**src/rtl/hazard_ctrl.sv**
```systemverilog
// Pipeline hazard/forwarding unit with a data-memory ready/timeout FSM
// and saturating stall/flush event counters.
module hazard_ctrl #(
  parameter int unsigned MEM_TIMEOUT = 16,
  parameter int unsigned CNT_W       = 16
) (
  input  logic             clk,
  input  logic             reset,
  input  logic [4:0]       Rs1D,
  input  logic [4:0]       Rs2D,
  input  logic [4:0]       Rs1E,
  input  logic [4:0]       Rs2E,
  input  logic [4:0]       RdE,
  input  logic [4:0]       RdM,
  input  logic [4:0]       RdW,
  input  logic             ResultSrcEb0,
  input  logic             PCSrcE,
  input  logic             RegWriteM,
  input  logic             RegWriteW,
  input  logic             MemReqM,
  input  logic             MemReadyM,
  output logic             StallF,
  output logic             StallD,
  output logic             StallEMW,
  output logic             FlushD,
  output logic             FlushE,
  output logic [1:0]       ForwardAE,
  output logic [1:0]       ForwardBE,
  output logic             MemErr,
  output logic [CNT_W-1:0] StallCnt,
  output logic [CNT_W-1:0] FlushCnt
);

  localparam int unsigned REG_W  = 5;
  localparam int unsigned WAIT_W = (MEM_TIMEOUT > 1) ? $clog2(MEM_TIMEOUT + 1) : 1;

  typedef enum logic [1:0] {
    IDLE     = 2'd0,
    MEM_WAIT = 2'd1,
    ERR      = 2'd2
  } state_t;

  state_t            state, state_n;
  logic [WAIT_W-1:0] wait_cnt, wait_cnt_n;
  logic              mem_err_n;
  logic [CNT_W-1:0]  stall_cnt_n, flush_cnt_n;
  logic              lw_stall, mem_hold;

  // M-stage result wins over W-stage; x0 is never forwarded.
  function automatic logic [1:0] fwd_sel(
    input logic [REG_W-1:0] rs,
    input logic [REG_W-1:0] rd_m,
    input logic             wr_m,
    input logic [REG_W-1:0] rd_w,
    input logic             wr_w
  );
    logic [1:0] sel;
    sel = 2'b00;
    if (rs != '0) begin
      if (wr_m && (rs == rd_m))      sel = 2'b10;
      else if (wr_w && (rs == rd_w)) sel = 2'b01;
    end
    return sel;
  endfunction

  // Hazard detection; flushes are deferred while the memory holds the pipe.
  always_comb begin
    lw_stall  = ResultSrcEb0 && (RdE != '0) && ((Rs1D == RdE) || (Rs2D == RdE));
    mem_hold  = ((state != ERR) && MemReqM && !MemReadyM) || (state == ERR);
    StallF    = 1'b0;
    StallD    = 1'b0;
    StallEMW  = 1'b0;
    FlushD    = 1'b0;
    FlushE    = 1'b0;
    ForwardAE = 2'b00;
    ForwardBE = 2'b00;
    if (!reset) begin
      StallF    = lw_stall || mem_hold;
      StallD    = lw_stall || mem_hold;
      StallEMW  = mem_hold;
      FlushD    = PCSrcE && !mem_hold;
      FlushE    = (lw_stall || PCSrcE) && !mem_hold;
      ForwardAE = fwd_sel(Rs1E, RdM, RegWriteM, RdW, RegWriteW);
      ForwardBE = fwd_sel(Rs2E, RdM, RegWriteM, RdW, RegWriteW);
    end
  end

  // Memory wait FSM next state plus saturating event counters.
  always_comb begin
    state_n     = state;
    wait_cnt_n  = wait_cnt;
    stall_cnt_n = StallCnt;
    flush_cnt_n = FlushCnt;
    case (state)
      IDLE: begin
        if (MemReqM && !MemReadyM) begin
          state_n    = MEM_WAIT;
          wait_cnt_n = WAIT_W'(1);
        end
      end
      MEM_WAIT: begin
        if (MemReadyM) begin
          state_n    = IDLE;
          wait_cnt_n = '0;
        end else if (wait_cnt == WAIT_W'(MEM_TIMEOUT)) begin
          state_n = ERR;
        end else begin
          wait_cnt_n = wait_cnt + WAIT_W'(1);
        end
      end
      ERR: begin
        state_n = ERR;
      end
      default: begin
        state_n    = IDLE;
        wait_cnt_n = '0;
      end
    endcase
    mem_err_n = MemErr || (state_n == ERR);
    if (StallF && (StallCnt != '1)) stall_cnt_n = StallCnt + CNT_W'(1);
    if (FlushE && (FlushCnt != '1)) flush_cnt_n = FlushCnt + CNT_W'(1);
  end

  always_ff @(posedge clk or posedge reset) begin
    if (reset) begin
      state    <= IDLE;
      wait_cnt <= '0;
      MemErr   <= 1'b0;
      StallCnt <= '0;
      FlushCnt <= '0;
    end else begin
      state    <= state_n;
      wait_cnt <= wait_cnt_n;
      MemErr   <= mem_err_n;
      StallCnt <= stall_cnt_n;
      FlushCnt <= flush_cnt_n;
    end
  end

endmodule

```
**config.mk**
```make
export PLATFORM = sky130hd
export DESIGN_NAME = hazard_ctrl
export DESIGN_NICKNAME = d
export VERILOG_FILES = /design/src/rtl/hazard_ctrl.sv
export SDC_FILE = /design/constraint.sdc
export NUM_CORES = 1
export LEC_CHECK = 0
export ABC_CLOCK_PERIOD_IN_PS = 3500
export CORE_ASPECT_RATIO = 1.2
export CORE_MARGIN = 3
export CORE_UTILIZATION = 35
export DETAILED_ROUTE_END_ITERATION = 10
export GPL_TIMING_DRIVEN = 0
export PLACE_DENSITY = 0.66
export SYNTH_ARGS = -nofsm -noshare
export SYNTH_HDL_FRONTEND = slang
export SYNTH_SLANG_ARGS = --single-unit
```
**constraint.sdc**
```tcl
create_clock -name clk -period 3.5 [get_ports clk]
set_clock_uncertainty 0.15 [all_clocks]
set_input_delay 0.875 -clock clk [delete_from_list [all_inputs] [get_ports clk]]
set_output_delay 0.875 -clock clk [all_outputs]
set_load 0.05 [all_outputs]
```
# After elaboration in Yosys (flattened, before gate mapping)
# Index checks and enable logic that the tools add are counted.
# op_classes
n_addsub	3
n_mul	0
n_div	0
n_lt_le_gt_ge	0
n_eq_ne	15
shifts	0
muxes	20
n_bitwise	1
n_reduce_logical	25
# op_table
operator	n
adder 16 x 1 -> 16 bit (second input constant)	2
!= test 16 bit (second input constant)	2
== test 5 bit	6
two-way mux 2 bit	9
two-way mux 5 bit	3
case mux 5 bit (3 select lines)	1
nonzero test 5 bit	3
logical AND 1 bit	13
two-way mux 1 bit	6
case mux 2 bit (3 select lines)	1
adder 5 x 1 -> 5 bit (second input constant)	1
== test 5 bit (second input constant)	1
logical OR 1 bit	5
== test 2 bit (second input constant)	2
!= test 2 bit (second input constant)	2
!= test 3 bit (second input constant)	1
AND reduction 3 bit	1
== test 2 x 1 -> 1 bit (second input constant)	1
logical NOT 1 bit	2
logical NOT 2 bit	1
NOT 1 bit	1
# totals
regBits	40
latchBits	0
mem_bits_rw	0
mem_bits_ro	0
inputBits	43
output_inout_bits	42
word_cells	69
n_memories	0

# Depth between registers and ports, before layout
# depth
depth_word	8
depth_mapped	8
ltp_nobuf	8

# Least setup slack after synthesis
# OpenSTA, ideal clock, no wires.
# synth_timing
path_type	input to output
from	input port RdM[1]
to	output port ForwardAE[0]
arrival_ps	2758
t_required_ps	2475
slack_ps	-283
cell_stages	4
path_buffers	0
cell_sequence	xor2_1 nor4_1 and3_1 nor4_1
# synth_between
elab_chain_len	5
# synth_rtl
item	line_no	source
start: declaration	14	input logic [4:0] RdM,
== test 5 bit	60	if (wr_m && (rs == rd_m)) sel = 2'b10;
logical AND 1 bit	60	
two-way mux 2 bit	60	
two-way mux 2 bit	59	if (rs != '0) begin
two-way mux 2 bit	77	if (!reset) begin
end: declaration	27	output logic [1:0] ForwardAE,
# Every way passes these cells.

# Worst setup path after layout
# layout_timing
from	input port MemReadyM
to	output port FlushD
# layout_between
elab_chain_len	6
# layout_rtl
item	line_no	source
start: declaration	21	input logic MemReadyM,
logical NOT 1 bit	69	mem_hold = ((state != ERR) && MemReqM && !MemReadyM) || (state == ERR);
logical AND 1 bit	69	
logical OR 1 bit	69	
logical NOT 1 bit	81	FlushD = PCSrcE && !mem_hold;
logical AND 1 bit	81	
two-way mux 1 bit	77	
end: declaration	25	output logic FlushD,
# Every way passes these cells.

==> flow_summary.yaml <==
cts:
  cts_sinks: 40
  clock-root-buffer: "clkbuf_8"
  cts_made_buffers: 5
  clkTransAtPathRegs_ns: 0.08
  cts_max_level: 2
  cts_buffer_depth: 2
  cts_tree: "yes"
  insertion_delay_ns: 0.30
  cts_hold_buf: 0
placed_design:
  placed_cells: 424
  place_ws_ns: -1.148
  port-buffer-count: 84
  dp_hpwl_um: 4836
  routabilityCongestion: 0.8520
timing:
  worst_pin_slew_ns: 0.5580
  holdWs_ns: 0.3262
  fin_crit_ns: 3.460
  hold_viol_final: 0
  final_max_slew_viol_count: 0
  fmax_mhz: 289.0
  fin_ws_ns: 0.03992
  slew_headroom_pct: 62.55
  fin_crit_sh_pct: 98.86
  setup_viol: 0
global_route:
  track_usage_pct: 15.51
  grt-ovfl-total: 0
  grt_max_degree: 42
  first_global_vias: 2193
  grtUsageMet1_pct: 18.67
  grt_util_met3_pct: 3.797
  grtUsageMet2_pct: 27.04
  grt_first_pass_wirelength_um: 10470
  antenna_found_initial: 0
  busiest_layer: "met2"
synth:
  syn_area_um2: 2482
  synth_edf_count: 0
  async_reset_ff_share_pct: 100.0
  synthCells: 253
  ys_seq_area_share_pct: 40.32
  muxShareOfSynthArea_pct: 1.512
  synth_simple_gate_area_share_pct: 26.46
  synth-adder-area-share_pct: 2.016
  synth_top_family_by_area: "simple AND/OR/NAND/NOR gates"
  synth-xor-area-share_pct: 20.46
  netlist.area_leader.share_pct: 40.32
  syn_nets: 300
  synth_compound_area_share_pct: 6.300
  synth_top_cell_by_area: "dfrtp_1"
  postSynthAreaPerCell_um2: 9.812
  yosysWarnings: 0
  synth_flop_cell: "dfrtp_1"
  synth.distinct_cells: 43
  ys_seq_elements: 40
  synthTopCellsByArea: "dfrtp_1 (40%), xnor2_1 (16%), xor2_1 (4.2%), nand4_1 (3.5%), nand2_1 (3.3%)"
power:
  pwr-share-clk_pct: 20.7
  seq_power_share_pct: 39.7
  power_mw: 1.518
  power_frac_comb_pct: 39.6
  switching_power_uw: 617.2
  power_density_nw_per_um2: 415.7
  peakVddDrop_mv: 0.4404
  intPower_uw: 901.0
  p_sw_share_pct: 40.65
  p_leak_nw: 1.542
routing:
  wire_per_inst_um: 14.20
  first_pass_iters: 5
  ant_nets: 0
  drt-initial-drc-count: 77
  drc: 0
  drt-total-wl_um: 6249
  via_per_inst: 4.914
  vias: 2162
finish:
  drive_gt1_share_pct: 16.71
  layout_common_cells: "clkdlybuf4s50_1 (61), xnor2_1 (46), dfrtp_1 (40), nand2_1 (22), nor2_1 (18)"
  nNetsFinal: 399
  areaGrowthSynthToFinish_pct: 47.13
  layout_commonest_cell: "clkdlybuf4s50_1"
  layoutNonFillerInstCount: 440
  num_antenna_cells: 0
floorplanning:
  die_h_um: 98.26
  die_x_um: 82.88
  die_area_um2: 8143
  rows: 33
  io_pins: 85
  core-area_um2: 6854
  initial_utilization_pct: 36.22
setup_path:
  worstPathRequired_ns: 2.47
  cp_cell_sequence: "clkdlybuf4s50_1, nor2b_2, or3_4, nor2_1, clkdlybuf4s18_2"
  cp-end-kind: "output port"
  path_class: "input pin to output port"
  worstPathArrival_ns: 2.44
  slowest_stage: "clkdlybuf4s50_1"
  critPathMaxStageDelay_ns: 0.57
  crit_fanout: 5
  start_kind: "input pin"
status:
  status: "completed"
min_path:
  min_path_type: "register to register"
run:
  cap_violations: 0
==> cells in the mapped netlist, types with 2 or more instances <==
cell type / instances
xnor2_1: 46
o21ai_0: 6
o21a_1: 2
nand4_1: 14
nand2b_1: 2
ha_1: 4
nor3b_1: 4
nand3_1: 10
inv_1: 6
dfrtp_1: 40
or4_1: 3
and4_1: 2
a21oi_1: 4
nor3_1: 4
and3_1: 12
mux2_1: 2
nor4_1: 5
nand2_1: 22
xor2_1: 12
nor2_1: 20
nor2b_1: 3
nand3_2: 8
buf_4: 2
==> routing by layer <==
metal / vias to the layer above / part of all wire, %
li1: 1081 / -
met1: 1036 / 43
met2: 37 / 53
met3: 8 / 2.6
met4: 0 / 1.5
met5: - / 0
==> layout make-up <==
cell class / instances / area, um^2
fill: 652 / 3202
multi-input combinational: 202 / 1471
sequential: 40 / 1001
timing repair buffer: 92 / 900.9
tap: 87 / 108.9
clock buffer: 5 / 68.82
buffer: 4 / 46.29
inverter: 7 / 31.28
clock inverter: 3 / 23.77
==> stage by stage <==
stage / area (um^2) / util [%] / TNS [ns]
after global routing: 3652 / 53.29 / -0.02339
after detailed placement: 3457 / 50.44 / -5.727
after global placement: 3457 / 50.44 / -10.29
final: 3652 / 53.29 / 0
after floorplan: 2507 / - / 0
after CTS: 3560 / 51.93 / -0.3199
==> critical path, delay by kind of cell <==
family / cells / cell delay (ns)
buffers and inverters: 2 / 0.95
and+or+nand+nor: 3 / 0.61
==> registers in the layout, summed over array words and instances (netlist names) <==
| signal | count |
|---|---|
| FlushCnt | 16 |
| state | 2 |
| wait_cnt | 5 |
| MemErr | 1 |
| StallCnt | 16 |
==> power groups by stage <==
stage / combinational [mW] / sequential, mW / clock [mW]
5_1_grt: 0.638 / 0.614 / 0.343
2_1_floorplan: 0.177 / 0.792 / 0
3_5_place_dp: 0.592 / 0.611 / 0
6_report: 0.602 / 0.602 / 0.314
3_3_place_gp: 0.586 / 0.609 / 0
4_1_cts: 0.598 / 0.602 / 0.322
==> repair_timing <==
item	4_1_cts	5_1_grt
pin swaps	1	8
setup endpoints to repair	9	8
gates resized for setup	55	30
setup buffers	2	6
==> path summary, 6_finish.rpt <==
| check | from | endpoint | slack (ns) | cells after the start |
|---|---|---|---|---|
| worst max register to register | wait_cnt[0]$_DFFE_PP0P_ | wait_cnt[4]$_DFFE_PP0P_ | 1.33 | 8 |
| min in group asynchronous | reset | state[1]$_DFF_PP0_ | 0.59 | 2 |
| worst min register to register | MemErr$_DFF_PP0_ | MemErr$_DFF_PP0_ | 0.33 | 1 |
| worst min-delay path | MemErr$_DFF_PP0_ | MemErr$_DFF_PP0_ | 0.33 | 1 |
| max in group asynchronous | reset | StallCnt[2]$_DFFE_PP0P_ | 2.31 | 2 |
| worst max-delay path | MemReadyM | FlushD | 0.04 | 5 |
==> cell families after synthesis <==
logic type / Yosys count
AOI/OAI and AO/OA: 22
DFF: 40
muxes: 3
and+or+nand+nor: 115
xor gates and xnor gates: 58
adders and majority gates: 4
buffers and inverters: 11
Power figures use the tool's default switching activity.
